`config.mk`:
```
export PLATFORM = sky130hd
export DESIGN_NAME = aftab_load_sequencer_flat
export DESIGN_NICKNAME = d
export VERILOG_FILES = /design/src/rtl/aftab_load_sequencer_if.sv /design/src/rtl/aftab_load_sequencer.sv /design/src/flat_wrapper.sv
export SDC_FILE = /design/constraint.sdc
export NUM_CORES = 1
export LEC_CHECK = 0
export CAP_MARGIN = 15
export CORE_MARGIN = 10
export CORE_UTILIZATION = 30
export CTS_CLUSTER_SIZE = 8
export DETAILED_ROUTE_END_ITERATION = 6
export SYNTH_ARGS = -nofsm -noshare
export SYNTH_HDL_FRONTEND = slang
export SYNTH_SLANG_ARGS = --single-unit
```
`constraint.sdc`:
```
create_clock -name clk -period 1.9 [get_ports clk]
set_input_delay 0.285 -clock clk [delete_from_list [all_inputs] [get_ports clk]]
set_output_delay 0.285 -clock clk [all_outputs]
set_load 0.02 [all_outputs]
```
`src/rtl/aftab_load_sequencer_if.sv`:
```
`default_nettype none
// ============================================================================
// Module      : aftab_load_sequencer_if
// Description : Bundles the load request, the data-memory read port and the
//               SULU-facing result/status signals of the load sequencer.
//               master : the requester / memory / SULU side
//               slave  : the load sequencer itself
// Revision    : 1.0 - initial release
// ============================================================================
interface aftab_load_sequencer_if #(
    parameter int SIZE = 32
);
    logic            startLoad;
    logic [2:0]      funct3;
    logic [SIZE-1:0] addrIn;
    logic [SIZE-1:0] memAddr;
    logic            memRead;
    logic            memReady;
    logic [SIZE-1:0] memDataIn;
    logic [SIZE-1:0] suluDataIn;
    logic            loadByteSigned;
    logic            loadHalfSigned;
    logic            load;
    logic            done;
    logic            misaligned;
    logic            illegalLoad;
    logic            busError;
    logic            busy;

    modport master (
        output startLoad, funct3, addrIn, memReady, memDataIn,
        input  memAddr, memRead, suluDataIn, loadByteSigned, loadHalfSigned,
               load, done, misaligned, illegalLoad, busError, busy
    );

    modport slave (
        input  startLoad, funct3, addrIn, memReady, memDataIn,
        output memAddr, memRead, suluDataIn, loadByteSigned, loadHalfSigned,
               load, done, misaligned, illegalLoad, busError, busy
    );
endinterface
`default_nettype wire

```
`src/rtl/aftab_load_sequencer.sv`:
```
`default_nettype none
// ============================================================================
// Module      : aftab_load_sequencer
// Description : Runs each load through legality/alignment checks, a single
//               word-aligned memory read with timeout, and lane extraction for
//               the SULU. Results and error pulses last one cycle.
// Ports       : clk    - system clock, rising edge
//               rst_n  - asynchronous active-low reset
//               bus    - aftab_load_sequencer_if.slave (request, memory port,
//                        SULU data/selects, status pulses, busy)
// Revision    : 1.0 - initial release
// ============================================================================
module aftab_load_sequencer #(
    parameter int SIZE           = 32,
    parameter int TIMEOUT_CYCLES = 16
) (
    input  wire logic                clk,
    input  wire logic                rst_n,
    aftab_load_sequencer_if.slave    bus
);

    localparam logic [1:0] c_IDLE = 2'd0;
    localparam logic [1:0] c_REQ  = 2'd1;
    localparam logic [1:0] c_DONE = 2'd2;
    localparam logic [1:0] c_ERR  = 2'd3;

    localparam logic [7:0] c_TIMEOUT = 8'(TIMEOUT_CYCLES);

    logic [1:0]      r_state;
    logic [7:0]      r_cnt;
    logic [2:0]      r_funct3;
    logic [1:0]      r_lane;
    logic [SIZE-1:0] r_mem_addr;
    logic [SIZE-1:0] r_sulu;
    logic            r_misaligned;
    logic            r_illegal;
    logic            r_bus_err;

    logic            w_illegal;
    logic            w_misaligned;
    logic [SIZE-1:0] w_byte_shift;
    logic [SIZE-1:0] w_half_shift;
    logic [SIZE-1:0] w_lane_data;

    // Legality and alignment are judged on the live request inputs, since
    // the decision is made in the same edge that latches them.
    always_comb begin
        w_illegal    = (bus.funct3 == 3'b011) || (bus.funct3 == 3'b110) ||
                       (bus.funct3 == 3'b111);
        w_misaligned = 1'b0;
        case (bus.funct3[1:0])
            2'b01:   w_misaligned = bus.addrIn[0];
            2'b10:   w_misaligned = (bus.addrIn[1:0] != 2'b00);
            default: w_misaligned = 1'b0;
        endcase
    end

    // Lane extraction from the word being captured. Unsigned and signed
    // variants share the zero mask; the SULU does the sign extension.
    always_comb begin
        w_byte_shift = bus.memDataIn >> {r_lane, 3'b000};
        w_half_shift = bus.memDataIn >> {r_lane[1], 4'b0000};
        case (r_funct3[1:0])
            2'b00:   w_lane_data = w_byte_shift & 32'h0000_00FF;
            2'b01:   w_lane_data = w_half_shift & 32'h0000_FFFF;
            default: w_lane_data = bus.memDataIn;
        endcase
    end

    always_ff @(posedge clk or negedge rst_n) begin
        if (!rst_n) begin
            r_state      <= c_IDLE;
            r_cnt        <= 8'd0;
            r_funct3     <= 3'b000;
            r_lane       <= 2'b00;
            r_mem_addr   <= '0;
            r_sulu       <= '0;
            r_misaligned <= 1'b0;
            r_illegal    <= 1'b0;
            r_bus_err    <= 1'b0;
        end else begin
            // Error flags are pulses: only the edge entering ERR sets one.
            r_misaligned <= 1'b0;
            r_illegal    <= 1'b0;
            r_bus_err    <= 1'b0;
            case (r_state)
                c_IDLE: begin
                    r_sulu <= '0;
                    if (bus.startLoad) begin
                        r_funct3   <= bus.funct3;
                        r_lane     <= bus.addrIn[1:0];
                        r_mem_addr <= {bus.addrIn[SIZE-1:2], 2'b00};
                        r_cnt      <= 8'd0;
                        if (w_illegal) begin
                            r_state   <= c_ERR;
                            r_illegal <= 1'b1;
                        end else if (w_misaligned) begin
                            r_state      <= c_ERR;
                            r_misaligned <= 1'b1;
                        end else begin
                            r_state <= c_REQ;
                        end
                    end
                end
                c_REQ: begin
                    // memReady is checked first so data arriving in the last
                    // permitted cycle still completes the load.
                    if (bus.memReady) begin
                        r_sulu  <= w_lane_data;
                        r_state <= c_DONE;
                    end else if (r_cnt + 8'd1 == c_TIMEOUT) begin
                        r_cnt     <= r_cnt + 8'd1;
                        r_bus_err <= 1'b1;
                        r_state   <= c_ERR;
                    end else begin
                        r_cnt <= r_cnt + 8'd1;
                    end
                end
                c_DONE: begin
                    r_sulu  <= '0;
                    r_state <= c_IDLE;
                end
                default: begin
                    r_state <= c_IDLE;
                end
            endcase
        end
    end

    assign bus.memAddr        = r_mem_addr;
    assign bus.memRead        = (r_state == c_REQ);
    assign bus.suluDataIn     = r_sulu;
    assign bus.done           = (r_state == c_DONE);
    assign bus.loadByteSigned = (r_state == c_DONE) && (r_funct3 == 3'b000);
    assign bus.loadHalfSigned = (r_state == c_DONE) && (r_funct3 == 3'b001);
    assign bus.load           = (r_state == c_DONE) && (r_funct3 != 3'b000) &&
                                (r_funct3 != 3'b001);
    assign bus.misaligned     = r_misaligned;
    assign bus.illegalLoad    = r_illegal;
    assign bus.busError       = r_bus_err;
    assign bus.busy           = (r_state != c_IDLE);

endmodule
`default_nettype wire

```
`src/flat_wrapper.sv`:
```
// flat-port wrapper written by rule: the top's interface ports become plain ports
module aftab_load_sequencer_flat 
#(
    parameter int SIZE           = 32,
    parameter int TIMEOUT_CYCLES = 16
)
  (clk, rst_n, bus_startLoad, bus_funct3, bus_addrIn, bus_memReady, bus_memDataIn, bus_memAddr, bus_memRead, bus_suluDataIn, bus_loadByteSigned, bus_loadHalfSigned, bus_load, bus_done, bus_misaligned, bus_illegalLoad, bus_busError, bus_busy);
  aftab_load_sequencer_if #(.SIZE(SIZE)) bus_i ();
  input  wire logic clk;
  input  wire logic rst_n;
  input wire logic [$bits(bus_i.startLoad)-1:0] bus_startLoad;
  input wire logic [$bits(bus_i.funct3)-1:0] bus_funct3;
  input wire logic [$bits(bus_i.addrIn)-1:0] bus_addrIn;
  input wire logic [$bits(bus_i.memReady)-1:0] bus_memReady;
  input wire logic [$bits(bus_i.memDataIn)-1:0] bus_memDataIn;
  output wire logic [$bits(bus_i.memAddr)-1:0] bus_memAddr;
  output wire logic [$bits(bus_i.memRead)-1:0] bus_memRead;
  output wire logic [$bits(bus_i.suluDataIn)-1:0] bus_suluDataIn;
  output wire logic [$bits(bus_i.loadByteSigned)-1:0] bus_loadByteSigned;
  output wire logic [$bits(bus_i.loadHalfSigned)-1:0] bus_loadHalfSigned;
  output wire logic [$bits(bus_i.load)-1:0] bus_load;
  output wire logic [$bits(bus_i.done)-1:0] bus_done;
  output wire logic [$bits(bus_i.misaligned)-1:0] bus_misaligned;
  output wire logic [$bits(bus_i.illegalLoad)-1:0] bus_illegalLoad;
  output wire logic [$bits(bus_i.busError)-1:0] bus_busError;
  output wire logic [$bits(bus_i.busy)-1:0] bus_busy;
  assign bus_i.startLoad = bus_startLoad;
  assign bus_i.funct3 = bus_funct3;
  assign bus_i.addrIn = bus_addrIn;
  assign bus_i.memReady = bus_memReady;
  assign bus_i.memDataIn = bus_memDataIn;
  assign bus_memAddr = bus_i.memAddr;
  assign bus_memRead = bus_i.memRead;
  assign bus_suluDataIn = bus_i.suluDataIn;
  assign bus_loadByteSigned = bus_i.loadByteSigned;
  assign bus_loadHalfSigned = bus_i.loadHalfSigned;
  assign bus_load = bus_i.load;
  assign bus_done = bus_i.done;
  assign bus_misaligned = bus_i.misaligned;
  assign bus_illegalLoad = bus_i.illegalLoad;
  assign bus_busError = bus_i.busError;
  assign bus_busy = bus_i.busy;
  aftab_load_sequencer #(.SIZE(SIZE), .TIMEOUT_CYCLES(TIMEOUT_CYCLES)) u_core (.clk(clk), .rst_n(rst_n), .bus(bus_i));
endmodule
```
==> impl_results.md, run 1 <==
- Multi-input gate area: 0.001554 mm^2
- CP required: about 1600 ps
- Placed Area: 0.005346 mm^2
- Design Area, Final: between 0.005 and 0.006 mm^2
- WS Path Type: reg2out
- Async S/R FF share, synth: 1.000
- Int Power: 5.443 mW
- Hold_ws: approximately 450 ps
- Net Switching: ~3.2 mW
- Final nets: 550
- Fillers: ~1200
- Clock Pin Slew Worst Setup and Hold Paths: 60 ps
- Critical Path Source Type: register
- Sequential area share after synthesis: 0.5402
- Post-DP HPWL: 9041 um
- Layout cells sized above 1: 0.1479
- Vias in the first global route: 3421
- First-pass GRT wire length: 18820 um
- Die Span Y: ~130 um
- Top FF cell, synth: dfrtp_1
- Status: completed
- R2R depth: 4
- Full die area: around 0.017 mm^2
- Hold Fails Final Rpt: 0
- PortBufs: approximately 140
- Sink Count: 80
- Via count: 3200
- Fmax: 0.5501 GHz
- Routed length per instance: ~18 um
- RSZ-0062 raised after global routing: no
- Hold Path Class: in2async
- Power per Cell Area: ~1500 mW/mm^2
- Worst slew pin tran: roughly 630 ps
- Register area: 0.002002 mm^2
- 1st-iter DRT viols: 273
- Leak Pwr: 2.466 nW
- Synth area leader: dfrtp_1
- Initial antenna violation count: 0
- Layout Skew: 5.052 ps
- Top cells by area, synth: dfrtp_1, mux2_2, a22o_1, o21ai_0, a21oi_1
- Slew Limit Fails: 0
- CORE AREA: 0.01206 mm^2
- CTS tree: done
- Minimum clock period: roughly 1800 ps
- Rel. slew slack: 0.5833
- Seq pwr share: 0.304
- Combinational Power Share: 0.476
- Worst vdd ir: between 0.0008 and 0.0009 V
- Clock Latency Late Sink: 340 ps
- Post-synthesis cell type count: 43
- ANT cells: 0
- Die Width: 131.1 um
- CP max FO: 23
- Final Setup Violations: 0
- R2R Path Start: u_core.r_state[0]$_DFFE_PN0P_
- GPL Wtd Cong: slightly above 0.8
- Post-CTS Repair Setup Buffers: 0
- Clock power share: 0.219
- Num rows: 40
- Max cap viols: 0
- Total Wirelength: around 12000 um
- Post-route ant nets: 0
- Largest net degree at the start of global routing: 35
- GRT overflow: 0
- Area share of the largest cell type after synthesis: 0.5402
- Number of flops mapped to enable cells by yosys: 0
- IO Count: 144
- Synthesis warning total: 0
- Mean Syn Cell Area: 11.26 um^2
- Initial Util: 0.3073
- Worst r2r dst: u_core.bus.suluDataIn[18]$_DFFE_PN0P_
- Mapped Cells: 329
- H-tree depth: 3
- Via density: 4.938
- Switching Fraction: 0.3700
- Post-route DRC: 0
- Root buf cell: clkbuf_16
- R2r setup slk: 200 ps
- Worst Path Arrival: 1530 ps
- Clock Tree Buf Depth: 2
- Layout area overhead: 53.14%
- FF+latch count, synth: 80
- Final TNS setup: 0 ps
- Period Utilization, post-route: 0.9567
- Crit end category: output pin
- Total track usage: 0.1356
- Drt first pass iters: 4
- Post-synthesis instance area: 0.003706 mm^2
- Number of CTS-inserted buffers: 9
## synth_stat cells (2+ instances only)
| master | instances |
|---|---|
| nor3_1 | 3 |
| ha_1 | 4 |
| nand2_1 | 9 |
| o21bai_1 | 4 |
| a211o_1 | 4 |
| mux2_2 | 32 |
| a22oi_1 | 9 |
| o21ai_0 | 33 |
| a21o_1 | 5 |
| clkbuf_1 | 9 |
| buf_6 | 2 |
| nor2b_1 | 5 |
| o21ai_1 | 2 |
| a22o_1 | 21 |
| nand4_1 | 2 |
| buf_2 | 8 |
| buf_4 | 3 |
| mux2i_1 | 5 |
| inv_1 | 6 |
| nand3b_1 | 5 |
| nand3_1 | 14 |
| and3_1 | 12 |
| a21oi_1 | 21 |
| nor2_1 | 13 |
| dfrtp_1 | 80 |
## state kept, by name, summed over array words and instances (netlist names)
| signal | flops |
|---|---|
| u_core.bus.busError | 1 |
| u_core.bus.memAddr | 30 |
| u_core.bus.illegalLoad | 1 |
| u_core.r_lane | 2 |
| u_core.r_state | 2 |
| u_core.bus.suluDataIn | 32 |
| u_core.r_cnt | 8 |
| u_core.r_funct3 | 3 |
| u_core.bus.misaligned | 1 |
## critical path, stage by stage (launching register included)
cell           delay (ps)
dfrtp_1               380
buf_6                 180
or2_2                 300
dlygate4sd2_1         330
## repair_timing
action,CTS,global route
setup endpoints to repair,6,2
hold endpoints to repair,27,0
hold buffers,1,0
resized for setup,6,2
## metrics by stage
stage,instances,utilization,setup slack [ps],power [mW]
6_report,648,0.4705,82.24,8.639
5_1_grt,648,0.4705,15.27,9.152
4_1_cts,648,0.4701,19.84,8.731
3_5_place_dp,631,0.4433,58.75,6.831
3_3_place_gp,631,0.4433,99.44,6.769
2_1_floorplan,330,-,202.5,4.928
## layer usage
metal / up-vias / part of all wire / track usage
li1: 1493 / - / -
met2: 122 / 0.46 / 0.2117
met1: 1574 / 0.45 / 0.1676
met4: 0 / 0.012 / 0.04875
met3: 11 / 0.080 / 0.04992
met5: - / 0 / 0
## how the worst max path moves through the flow
stage,slack (ps),startpoint,to,depth (start not counted)
finish,80,u_core.r_state[0]$_DFFE_PN0P_,bus_busy,3
global route,20,u_core.r_state[0]$_DFFE_PN0P_,bus_loadHalfSigned,6
CTS,20,u_core.r_state[0]$_DFFE_PN0P_,bus_busy,3
detailed placement,60,bus_startLoad,u_core.bus.memAddr[21]$_DFFE_PN0P_,4
global placement,100,bus_startLoad,u_core.bus.memAddr[2]$_DFFE_PN0P_,4
floorplan,200,u_core.r_state[0]$_DFFE_PN0P_,bus_loadByteSigned,4
## area by class of cell
type	count	area share
Clock buffer	11	0.04277
Inverter	7	0.004630
Clock inverter	5	0.01389
Timing Repair Buffer	158	0.2751
Sequential cell	80	0.3527
Multi-Input combinational cell	219	0.2738
Tap cell	168	0.03704
## placed cells by master (no fill, tap or decap), drive strengths merged, types with 2 or more instances in the layout
cell / netlist / routed
o21bai: 4 / 4
nand2: 9 / 9
nor3: 3 / 3
clkdlybuf4s50: 0 / 134
mux2: 33 / 33
o21ai: 35 / 35
nand4: 2 / 2
or3b: 2 / 2
buf: 14 / 17
nor3b: 2 / 2
a22o: 21 / 21
clkinv: 0 / 2
and3: 12 / 12
nor2: 14 / 14
nor2b: 6 / 6
mux2i: 5 / 5
dfrtp: 80 / 80
nand3: 14 / 14
bufinv: 0 / 2
clkbuf: 10 / 11
nand3b: 5 / 5
conb: 1 / 2
a21oi: 21 / 21
dlygate4sd2: 0 / 5
a21o: 5 / 5
a211o: 4 / 4
inv: 7 / 8
ha: 4 / 4
a22oi: 9 / 9
## cell families after synthesis
family,share of synthesized area
simple gates,0.1151
other cells,0.001012
fa+ha+maj,0.01350
mux,0.1138
compound gates,0.1749
buf+inv,0.04152
flops,0.5402
## power groups by stage
stage	clock network, mW	logic [mW]	registers, mW
6_report	1.90	4.11	2.63
5_1_grt	2.01	4.43	2.70
4_1_cts	1.94	4.16	2.63
3_5_place_dp	0	4.18	2.65
3_3_place_gp	0	4.14	2.63
2_1_floorplan	0	1.68	3.24
No activity file was read; power rests on OpenSTA's default activity.
==> run 2: changes to the inputs <==
--- a/config.mk
+++ b/config.mk
@@ -6,10 +6,11 @@
 export NUM_CORES = 1
 export LEC_CHECK = 0
 export CAP_MARGIN = 15
-export CORE_MARGIN = 10
+export CORE_MARGIN = 2
 export CORE_UTILIZATION = 30
 export CTS_CLUSTER_SIZE = 8
 export DETAILED_ROUTE_END_ITERATION = 6
+export GPL_TIMING_DRIVEN = 0
 export SYNTH_ARGS = -nofsm -noshare
 export SYNTH_HDL_FRONTEND = slang
 export SYNTH_SLANG_ARGS = --single-unit
==> run 2 against run 1 <==
Net effect: clock skew up 3.0 ps; critical endpoint unchanged; critical path depth stayed put; count of clock-buffer cells in the layout down 1; worst setup slack worse by 10 ps; first-iteration DRC count decreased by 21%; global-route usage up 2.9 points; non-clock buffer count is 9 higher; combinational power shrank 2%; die area is 23% lower.
==> impl_results.md, run 2 (synthesis results as in run 1) <==
- RSZ-0062 raised after global routing: yes (was no)
- Routed length per instance: 17.00 um (was 18.29 um)
- Leak Pwr: 2.442 nW (was 2.466 nW)
- GPL Wtd Cong: 0.8499 (was 0.8249)
- Fmax: 0.5471 GHz (was 0.5501 GHz)
- Inst Count DP: 619 (was 631)
- R2r setup slk: 100 ps (was 200 ps)
- Worst vdd ir: 0.0006311 V (was 0.0008597 V)
- Switching Fraction: 0.3758 (was 0.3700)
- GRT overflow: 0 (unchanged)
- Post-route ant nets: 0 (unchanged)
- Met3 GRT Util: 0.05588 (was 0.04992)
- Full die area: 0.01326 mm^2 (was 0.01720 mm^2)
- Layout Skew: 8.030 ps (was 5.052 ps)
- Combinational Power Share: 0.479 (was 0.476)
- Post-CTS Repair Setup Buffers: 0 (unchanged)
- R2R Path Start: u_core.r_state[1]$_DFFE_PN0P_ (was u_core.r_state[0]$_DFFE_PN0P_)
- Rel. slew slack: 0.6535 (was 0.5833)
- IO Count: 144 (unchanged)
- Post-DP HPWL: 8190 um (was 9041 um)
- Most common cell after layout, fill and taps aside: clkdlybuf4s50_1 (unchanged)
- First-pass GRT wire length: 17110 um (was 18820 um)
- Crit end category: output pin (unchanged)
- Vias in the first global route: 3308 (was 3421)
- Worst slew pin tran: 519.3 ps (was 625.1 ps)
- Most frequent cells in the layout: clkdlybuf4s50_1, dfrtp_1, o21ai_0 (unchanged)
- Clock Tree Buf Depth: 2 (unchanged)
- Drt first pass iters: 5 (was 4)
- H-tree depth: 3 (unchanged)
- Hold_ws: 410.1 ps (was 451.1 ps)
- 1st-iter DRT viols: 217 (was 273)
- R2R depth: 4 (unchanged)
- Via density: 5.055 (was 4.938)
- Max FFs per register: 32 (unchanged)
- Int Power: 5.246 mW (was 5.443 mW)
- Seq pwr share: 0.315 (was 0.304)
- Status: completed (unchanged)
- WS Path Type: reg2out (unchanged)
- Root buf cell: clkbuf_16 (unchanged)
- Post-route DRC: 0 (unchanged)
- CORE AREA: 0.01201 mm^2 (was 0.01206 mm^2)
- ANT cells: 0 (unchanged)
- Fillers: 1174 (was 1152)
- Worst r2r dst: u_core.bus.memAddr[21]$_DFFE_PN0P_ (was u_core.bus.suluDataIn[18]$_DFFE_PN0P_)
- Hold Path Class: in2async (unchanged)
- Layout area overhead: 52.23% (was 53.14%)
- Worst Path Arrival: 1540 ps (was 1530 ps)
- CP required: 1620 ps (about the same)
- Global-route met1 utilization: 0.2129 (was 0.1676)
- Clock power share: 0.205 (was 0.219)
- Sink Count: 80 (unchanged)
- Final Setup Violations: 0 (unchanged)
- CP max FO: 10 (was 23)
- Max cap viols: 0 (unchanged)
- Fin cells: 636 (was 648)
- Hold Fails Final Rpt: 0 (unchanged)
- CTS tree: done (unchanged)
- Largest net degree at the start of global routing: 57 (was 35)
- Minimum clock period: 1828 ps (was 1818 ps)
- Num rows: 40 (unchanged)
- Final nets: 559 (was 550)
- Initial antenna violation count: 0 (unchanged)
- GR Util met2: 0.2643 (was 0.2117)
- Most used routing layer: met2 (unchanged)
- Layout cells sized above 1: 0.1554 (was 0.1479)
- Via count: 3215 (was 3200)
- PortBufs: 141 (unchanged)
- Number of CTS-inserted buffers: 9 (unchanged)
- Total track usage: 0.1649 (was 0.1356)
- Slew Limit Fails: 0 (unchanged)
- Initial Util: 0.3085 (was 0.3073)
- Clock Latency Late Sink: 330 ps (was 340 ps)
- Critical Path Source Type: register (unchanged)
- Die Width: 115.1 um (was 131.1 um)
- Total Wirelength: 10820 um (was 11850 um)
- Die Span Y: 115.1 um (was 131.1 um)
- Clock Pin Slew Worst Setup and Hold Paths: 70 ps (was 60 ps)
- Power per Cell Area: 1490 mW/mm^2 (was 1522 mW/mm^2)
- Period Utilization, post-route: 0.9620 (was 0.9567)
- Net Switching: 3.158 mW (was 3.197 mW)
## run 2: worst max path at each step
stage	slack (ps)	to	cells past startpoint	from
after floorplan	200	bus_loadByteSigned	4	u_core.r_state[0]$_DFFE_PN0P_
after global placement	-2460	u_core.r_cnt[3]$_DFFE_PN0P_	1	rst_n
after detailed placement	-270	u_core.bus.memAddr[8]$_DFFE_PN0P_	4	bus_startLoad
after CTS	10	bus_done	5	u_core.r_state[0]$_DFFE_PN0P_
after global routing	-30	bus_loadByteSigned	3	u_core.r_funct3[1]$_DFFE_PN0P_
final	70	bus_busy	3	u_core.r_state[0]$_DFFE_PN0P_
## run 2: layer usage
metal  wire, um  share of wire  vias to the layer above
li1           -              -                     1508
met3        874          0.081                       11
met4        125          0.012                        0
met5          0              0                        -
met1       4680           0.43                     1585
met2       5134           0.47                      111
## run 2: through the flow
step                setup WS, ps  TNS, ps  power, mW  instance area (um^2)    util
global placement           -2462  -203180      6.663                  5305  0.4417
detailed placement        -273.9    -7813      6.744                  5330  0.4438
CTS                        13.56        0      8.488                  5630  0.4688
global route              -29.64   -29.64      8.926                  5642  0.4697
floorplan                  202.5        0      4.928                  3710       -
finish                     72.26        0      8.405                  5642  0.4697
## run 2: cell type report
cell class	instances	area, um^2	area share
buffer	24	135.1	0.02395
clock buffer	10	229.0	0.04059
clock inverter	6	70.07	0.01242
inverter	7	26.28	0.004657
multi-input combinational	219	1554	0.2754
sequential	80	2003	0.3551
tap	147	183.9	0.03260
timing repair buffer	143	1440	0.2553
## run 2: power by group through the flow
stage / Sequential [mW] / Clock [mW] / Combinational (mW)
final: 2.65 / 1.73 / 4.03
after global routing: 2.74 / 1.86 / 4.33
after CTS: 2.66 / 1.77 / 4.06
after detailed placement: 2.68 / 0 / 4.07
after global placement: 2.65 / 0 / 4.01
after floorplan: 3.24 / 0 / 1.68
## run 2: repair_timing
action / 4_1_cts / 5_1_grt
resized for setup: 20 / 7
endpoints found under the setup margin: 6 / 5
hold endpoints to repair: 24 / 0
hold buffers: 1 / 0
## run 2: critical path, cell delays in order, from the launching register on
cell and delay (ps):
dfrtp_2 440, buf_6 160, or2_2 300, dlygate4sd2_1 320
